**src/rtl/mem_port_arbiter.sv**
```systemverilog
`default_nettype none
// +--------------------------------------------------------------------------+
// | mem_port_arbiter: shares one single-port memory between fetch and LSU.   |
// | Optional feature macro: MEM_ARB_FLUSH_EN (adds i_if_flush).              |
// | Revision: 1.0                                                            |
// +--------------------------------------------------------------------------+
module mem_port_arbiter #(
    parameter int ADDR_W     = 32,
    parameter int DATA_W     = 32,
    parameter int MEM_LAT    = 1,
    parameter int STARVE_MAX = 4
) (
    input  logic                  clk,
    input  logic                  rst_n,
    input  logic                  i_if_req,
    input  logic [ADDR_W-1:0]     i_if_addr,
    output logic                  o_if_ready,
    output logic                  o_if_rvalid,
    output logic [DATA_W-1:0]     o_if_rdata,
    input  logic                  i_d_req,
    input  logic                  i_d_we,
    input  logic [ADDR_W-1:0]     i_d_addr,
    input  logic [DATA_W-1:0]     i_d_wdata,
    input  logic [DATA_W/8-1:0]   i_d_be,
    output logic                  o_d_ready,
    output logic                  o_d_rvalid,
    output logic [DATA_W-1:0]     o_d_rdata,
`ifdef MEM_ARB_FLUSH_EN
    input  logic                  i_if_flush,
`endif
    output logic                  o_mem_en,
    output logic [DATA_W/8-1:0]   o_mem_we,
    output logic [ADDR_W-1:0]     o_mem_addr,
    output logic [DATA_W-1:0]     o_mem_wdata,
    input  logic [DATA_W-1:0]     i_mem_rdata,
    output logic                  o_busy
);

    localparam int         c_BE_W   = DATA_W / 8;
    localparam logic [2:0] c_LAT    = 3'(MEM_LAT);
    localparam logic [3:0] c_STARVE = 4'(STARVE_MAX);

    typedef enum logic [0:0] {
        ST_IDLE = 1'b0,
        ST_WAIT = 1'b1
    } state_t;

    state_t      r_state, w_state_nxt;
    logic [2:0]  r_lat_cnt, w_lat_nxt;
    logic [3:0]  r_starve, w_starve_nxt;
    logic        r_owner_d, w_owner_nxt;
    logic        w_grant_d, w_grant_i;
`ifdef MEM_ARB_FLUSH_EN
    logic        r_flushed, w_flushed_nxt;
`endif

    // Data wins unless it has already starved a waiting fetch STARVE_MAX times.
    assign w_grant_d = i_d_req && (!i_if_req || (r_starve < c_STARVE));
    assign w_grant_i = !w_grant_d && i_if_req;

    assign o_if_rdata = i_mem_rdata;
    assign o_d_rdata  = i_mem_rdata;

    always_ff @(posedge clk or negedge rst_n) begin
        if (!rst_n) begin
            r_state   <= ST_IDLE;
            r_lat_cnt <= 3'd0;
            r_starve  <= 4'd0;
            r_owner_d <= 1'b0;
`ifdef MEM_ARB_FLUSH_EN
            r_flushed <= 1'b0;
`endif
        end else begin
            r_state   <= w_state_nxt;
            r_lat_cnt <= w_lat_nxt;
            r_starve  <= w_starve_nxt;
            r_owner_d <= w_owner_nxt;
`ifdef MEM_ARB_FLUSH_EN
            r_flushed <= w_flushed_nxt;
`endif
        end
    end

    always_comb begin
        w_state_nxt  = r_state;
        w_lat_nxt    = r_lat_cnt;
        w_starve_nxt = r_starve;
        w_owner_nxt  = r_owner_d;
`ifdef MEM_ARB_FLUSH_EN
        w_flushed_nxt = r_flushed;
`endif
        o_if_ready   = 1'b0;
        o_d_ready    = 1'b0;
        o_if_rvalid  = 1'b0;
        o_d_rvalid   = 1'b0;
        o_mem_en     = 1'b0;
        o_mem_we     = '0;
        o_mem_addr   = '0;
        o_mem_wdata  = '0;
        o_busy       = 1'b0;

        case (r_state)
            ST_IDLE: begin
`ifdef MEM_ARB_FLUSH_EN
                w_flushed_nxt = 1'b0;
`endif
                if (w_grant_d) begin
                    o_d_ready    = 1'b1;
                    o_mem_en     = 1'b1;
                    o_mem_addr   = i_d_addr;
                    w_starve_nxt = i_if_req ? (r_starve + 4'd1) : 4'd0;
                    if (i_d_we) begin
                        o_mem_we    = i_d_be;
                        o_mem_wdata = i_d_wdata;
                    end else begin
                        w_state_nxt = ST_WAIT;
                        w_lat_nxt   = c_LAT;
                        w_owner_nxt = 1'b1;
                    end
                end else if (w_grant_i) begin
                    o_if_ready   = 1'b1;
                    o_mem_en     = 1'b1;
                    o_mem_addr   = i_if_addr;
                    w_starve_nxt = 4'd0;
                    w_state_nxt  = ST_WAIT;
                    w_lat_nxt    = c_LAT;
                    w_owner_nxt  = 1'b0;
                end else begin
                    w_starve_nxt = 4'd0;
                end
            end
            ST_WAIT: begin
                o_busy    = 1'b1;
                w_lat_nxt = r_lat_cnt - 3'd1;
`ifdef MEM_ARB_FLUSH_EN
                w_flushed_nxt = r_flushed | i_if_flush;
`endif
                // Counter value 1 here means it reaches zero this cycle: data is back.
                if (r_lat_cnt == 3'd1) begin
                    w_state_nxt = ST_IDLE;
                    if (r_owner_d) begin
                        o_d_rvalid = 1'b1;
                    end else begin
`ifdef MEM_ARB_FLUSH_EN
                        o_if_rvalid = !(r_flushed || i_if_flush);
`else
                        o_if_rvalid = 1'b1;
`endif
                    end
                end
            end
            default: begin
                w_state_nxt = ST_IDLE;
            end
        endcase

        // Outputs are held quiet for the whole time reset is asserted.
        if (!rst_n) begin
            o_if_ready  = 1'b0;
            o_d_ready   = 1'b0;
            o_if_rvalid = 1'b0;
            o_d_rvalid  = 1'b0;
            o_mem_en    = 1'b0;
            o_mem_we    = '0;
            o_mem_addr  = '0;
            o_mem_wdata = '0;
            o_busy      = 1'b0;
        end
    end

    if (c_BE_W * 8 != DATA_W) begin : g_width_guard
        $error("DATA_W must be a multiple of 8");
    end

endmodule
`default_nettype wire

```
**config.mk**
```make
export PLATFORM = sky130hd
export DESIGN_NAME = mem_port_arbiter
export DESIGN_NICKNAME = d
export VERILOG_FILES = /design/src/rtl/mem_port_arbiter.sv
export SDC_FILE = /design/constraint.sdc
export NUM_CORES = 1
export LEC_CHECK = 0
export CORE_AREA = 8 8 99 101
export CTS_BUF_LIST = sky130_fd_sc_hd__clkbuf_8
export DETAILED_ROUTE_END_ITERATION = 10
export DIE_AREA = 0 0 107 109
export GPL_TIMING_DRIVEN = 0
export PLACE_DENSITY_LB_ADDON = 0.2
export SETUP_SLACK_MARGIN = 0.3
export SYNTH_ARGS = -nofsm -noshare
export SYNTH_HDL_FRONTEND = slang
export SYNTH_SLANG_ARGS = --single-unit
```
**constraint.sdc**
```tcl
create_clock -name clk -period 2.8 [get_ports clk]
set_clock_uncertainty 0.05 [all_clocks]
set_input_delay 0.56 -clock clk [delete_from_list [all_inputs] [get_ports clk]]
set_output_delay 0.56 -clock clk [all_outputs]
set_load 0.05 [all_outputs]
```
* Yosys cells after proc, flatten, opt, wreduce, memory -nomap -nowiden
Index checks and enable logic that the tools add are counted.
Widths: inputs -> output; s select.
** Word-level totals
- Register bits after elaboration :: 9
- Input port bits :: 137
- Output and inout port bits :: 138
- Word-level logic and storage cells :: 65
** Operators by class
- $add $sub $neg :: 2
- $lt $le $gt $ge :: 1
- Equal/unequal tests :: 4
- Mux-type cells :: 45
- Bitwise gates (word level) :: 1
- Reduce and logical (&&, ||, !) cells :: 8
** Operator list (count)
- $mux 32 :: 8
- $mux 1 :: 26
- $mux 4 :: 6
- $mux 3 :: 3
- $ne 3x3->1 const B :: 2
- $pmux 3 s2 :: 1
- $add 4x1->4 const B :: 1
- $lt 4x3->1 const B :: 1
- $eq 3x1->1 const B :: 1
- $reduce_and 3->1 :: 1
- $sub 3x1->3 const B :: 1
- $logic_and 1x1->1 :: 2
- $logic_not 1->1 :: 2
- $ne 2x2->1 const B :: 1
- $pmux 1 s2 :: 1
- $reduce_and 2->1 :: 1
- $reduce_bool 2->1 :: 1
- $logic_or 1x1->1 :: 1
- $not 1->1 :: 1

* Logic depth before layout (Yosys ltp)
- Depth after elaboration :: 9
- Depth in mapped cells :: 6
- Depth with buffers taken out :: 5

* Least setup slack after synthesis
Ideal clock, no wire load.
- Path kind :: input -> output
- Start point :: input i_if_req
- End point :: output o_mem_wdata[25]
- Arrival time :: 2111 ps
- Data required time :: 2190 ps
- Path slack :: 79 ps
- Stages :: 5
- Buffers on the path :: 2
- Cells stage by stage :: o21ai_0 -> and4_1 -> clkbuf_1 -> clkbuf_1 -> and3_1
** On the way
- Longest elaborated chain between the ends :: 6
** RTL lines
- start, declared :: RTL line 15 : input logic i_if_req,
- $logic_not 1->1 :: RTL line 58 : assign w_grant_d = i_d_req && (!i_if_req || (r_starve < c_STARVE));
- $logic_or 1x1->1 :: RTL line 58
- $logic_and 1x1->1 :: RTL line 58
- $mux 32 :: RTL line 107 : if (w_grant_d) begin
- $mux 32 :: RTL line 102 : case (r_state)
- $mux 32 :: RTL line 158 : if (!rst_n) begin
- end, declared :: RTL line 34 : output logic [DATA_W-1:0] o_mem_wdata,
Every way passes these cells.

* Worst setup path in the final report
- Start point :: input i_d_req
- End point :: output o_mem_addr[5]
** On the way
- Longest elaborated chain between the ends :: 7
** RTL lines
- start, declared :: RTL line 20 : input logic i_d_req,
- $logic_and 1x1->1 (*) :: RTL line 58
- $logic_not 1->1 :: RTL line 59 : assign w_grant_i = !w_grant_d && i_if_req;
- $logic_and 1x1->1 :: RTL line 59
- $mux 32 :: RTL line 120 : end else if (w_grant_i) begin
- $mux 32 (*) :: RTL line 107
- $mux 32 (*) :: RTL line 102
- $mux 32 (*) :: RTL line 158
- end, declared :: RTL line 33 : output logic [ADDR_W-1:0] o_mem_addr,
Every way passes the cells marked *; elsewhere a longest branch is shown, timed or not.

==> metrics list <==
* Setup slack of the critical path after layout: 334 ps
- Antenna violations before repair: 0
* Pre-CTS setup slack: -1390 ps
- The floorplan step defined a die boundary enclosing 11,700 um2.
- In the synthesized netlist the dominant register cell turns out to be sky130_fd_sc_hd__dfrtp_1.
* Die Span Y: 109 um
- Post-Synthesis Net Count: 333
- Power density over the cells: 394 nW/um2
* Total of hold buffers inserted after clock tree synthesis: 0
- Type of element launching the critical path: input port
- Net count of the finished layout: 583
- Most frequent cell after synthesis: sky130_fd_sc_hd__buf_4
- RSZ-0062 raised after global routing: yes
- In this run, synthesis inferred 0 flip-flops with an integrated enable.
- Global routing finished with a remaining overflow of 0.
* Proportion of synthesized chip area in sequential cells: 0.144
- Buffers inserted during clock tree synthesis total 3.
- Detailed-placement wirelength estimate: 9560 um
- The share of synthesized area in the top cell type comes to 0.313.
- For this run, asynchronously set or reset flops after synthesis account for 1.00.
- Number of antenna diodes: 0
- Pin placement for this block handled 275 I/O pins.
- The worst-case IR drop observed on VDD is 0.000331 V.
- Arr. time, crit path: 1860 ps
* Number of iterations in the first detailed-routing pass: 4
* Number of setup violations in the final report: 0
* Most numerous cell types in the synthesized netlist: sky130_fd_sc_hd__buf_4, sky130_fd_sc_hd__and3_1, sky130_fd_sc_hd__a22o_1
* CTS tree: built
* Leading area contributor after synthesis: sky130_fd_sc_hd__buf_4
- Root buf cell: sky130_fd_sc_hd__clkbuf_8
- Number of buffers on the longest clock path: 2
- Clock latency reported for the late side of the worst-skew pair: 230 ps
- For this run, design rule violations remaining after detail routing come to 0.
- Fmax: 406 MHz
- CTS built an H-tree with a depth of 1.
- Layout cells sized above 1: 0.369
- Critical path endpoint category: output pin
* Clock edge transition at the registers on the reported setup and hold paths: 50 ps
* Area of all placed cells without fillers: 4140 um2
- IO Port Bufs: 242
- The placed instances occupy a cell area of 4120 um2.
* Final max-slew violation count: 0
* Static leakage: 0.00208 uW
* Total number of yosys warnings: 0
* Initial Util: 0.186
- A synthesized cell averages 8.08 um2.
- Final worst path period share: 0.881
* CP Max Fanout: 8
- The synthesized design contains 9 register bits.
* Shortest period the worst path allows: 2470 ps
* Final hold violations: 0
- Signed area change from the synthesized netlist to the final layout: 165%
- Wire length of the first global-routing pass: 15,100 um
* Worst relative slew slack: 0.636
- For the pin with the worst max-slew slack, the measured transition is 544 ps.
- The critical path is of the input port to output pin type.
* Via count of the first global-routing pass: 2,226
* Post-Place Cells: 543
- Final cell count without fillers: 550
- Kind of path behind the tightest hold check: input port to asynchronous set/reset pin
* Post-route ant nets: 0
* Required time at the worst-slack endpoint: 2190 ps
- Post-synthesis instance total: 193
* Final weighted congestion in routability-driven placement: 0.789
* Die width: 107 um
* DRC marker count from the first detailed-route iteration: 70
- Vias per std cell: 4.15
* Via count: 2,280
- Library cells used by synthesis: 27
- The initialized floorplan defines 34 standard-cell rows.
- WL per Instance: 20.2 um
* Max-cap check violation count: 0
* TritonCTS sink count: 9
- The mapped netlist covers 1560 um2.
* Detailed-route wire length: 11,100 um
- Fill cell count: 831
* Area of the core: 8380 um2
- Most area-consuming cells after synthesis: sky130_fd_sc_hd__buf_4, sky130_fd_sc_hd__a22o_1, sky130_fd_sc_hd__and3_1, sky130_fd_sc_hd__dfrtp_1, sky130_fd_sc_hd__buf_6
- For this run, the total global-route usage over all layers was measured as 0.167.
* Result of the run: complete, no violations
- Entering global routing, the biggest net connects 16 pins.
-- repair_timing --
item,in CTS,in global routing
pin swaps,2,6
buffers inserted,1,0
cloned,0,2
gates resized for setup,397,68
endpoints found under the setup margin,74,66
-- cell families (layout without fill, tap and decap cells) --
| family | after synthesis | in the layout | share of synthesized area |
|---|---|---|---|
| buffers and inverters | 84 | 333 | 0.380 |
| and+or+nand+nor | 53 | 53 | 0.211 |
| AOI/OAI and AO/OA | 42 | 42 | 0.229 |
| DFF | 9 | 9 | 0.144 |
| adders and majority gates | 3 | 3 | 0.0241 |
| xor gates and xnor gates | 1 | 1 | 0.00562 |
| muxes | 1 | 1 | 0.00642 |
-- state kept, by name, indices dropped and copies added (netlist names) --
signal,count
r_owner_d,1
r_state,1
r_starve,4
r_lat_cnt,3
-- per-stage QoR --
step	TNS, ps	hold WS [ps]	util	power, uW
CTS	0	118	0.481	1600
detailed placement	-83470	424	0.491	1470
global placement	-82010	422	0.491	1460
finish	0	116	0.493	1630
floorplan	0	214	-	983
global route	0	126	0.493	1710
-- per-layer routing --
metal | up-vias | routed length (um) | track usage
met5 | - | 0 | 0
met4 | 0 | 47 | 0.0131
met3 | 2 | 906 | 0.0479
met2 | 108 | 5990 | 0.315
met1 | 1049 | 4160 | 0.187
li1 | 1121 | - | -
-- power by group --
part	leakage, uW	total, uW	internal, uW	switching, uW
combinational	0.00194	1270	532	741
sequential	0.000114	212	180	32.4
clock	0.0000269	145	95.4	50.0
-- final timing paths --
check / startpoint / end / slack [ps] / cells past startpoint
max in group asynchronous: rst_n / r_starve[3] / 2420 / 1
hold reg to reg: r_starve[1] / r_starve[1] / 440 / 2
min in group clk: r_starve[1] / r_starve[1] / 440 / 2
hold / removal: rst_n / r_lat_cnt[0] / 120 / 1
setup / recovery: i_d_req / o_mem_addr[5] / 330 / 7
setup reg to reg: r_starve[2] / r_lat_cnt[2] / 1180 / 4
-- final cells by class --
class                   instances  area, um2  area share
clock buffers                   3       41.3     0.00998
flip-flops and latches          9        225      0.0545
repair buffers                245       2340       0.566
inverters                       4       15.0     0.00363
clock inverters                 1       3.75    0.000908
plain buffers                  80        633       0.153
well taps                     108        135      0.0327
multi-input cells             100        742       0.179
-- layout by cell type, fill, tap and decap left out, types with 3 or more instances in the layout --
cell,instances
sky130_fd_sc_hd__clkbuf_2,6
sky130_fd_sc_hd__a22o_1,33
sky130_fd_sc_hd__buf_8,5
sky130_fd_sc_hd__ha_1,3
sky130_fd_sc_hd__buf_4,71
sky130_fd_sc_hd__dfrtp_1,9
sky130_fd_sc_hd__clkbuf_8,3
sky130_fd_sc_hd__clkbuf_4,20
sky130_fd_sc_hd__and3_1,37
sky130_fd_sc_hd__buf_2,23
sky130_fd_sc_hd__nand2_1,5
sky130_fd_sc_hd__clkdlybuf4s50_1,165
sky130_fd_sc_hd__inv_1,5
sky130_fd_sc_hd__clkdlybuf4s15_2,3
sky130_fd_sc_hd__buf_6,26
-- worst max-delay path: stages --
cell and delay (ps):
sky130_fd_sc_hd__buf_6 90, sky130_fd_sc_hd__or3b_4 380, sky130_fd_sc_hd__and3_4 180, sky130_fd_sc_hd__buf_12 140, sky130_fd_sc_hd__buf_8 120, sky130_fd_sc_hd__a22o_1 220, sky130_fd_sc_hd__buf_6 160
(Power assumes the default switching activity.)
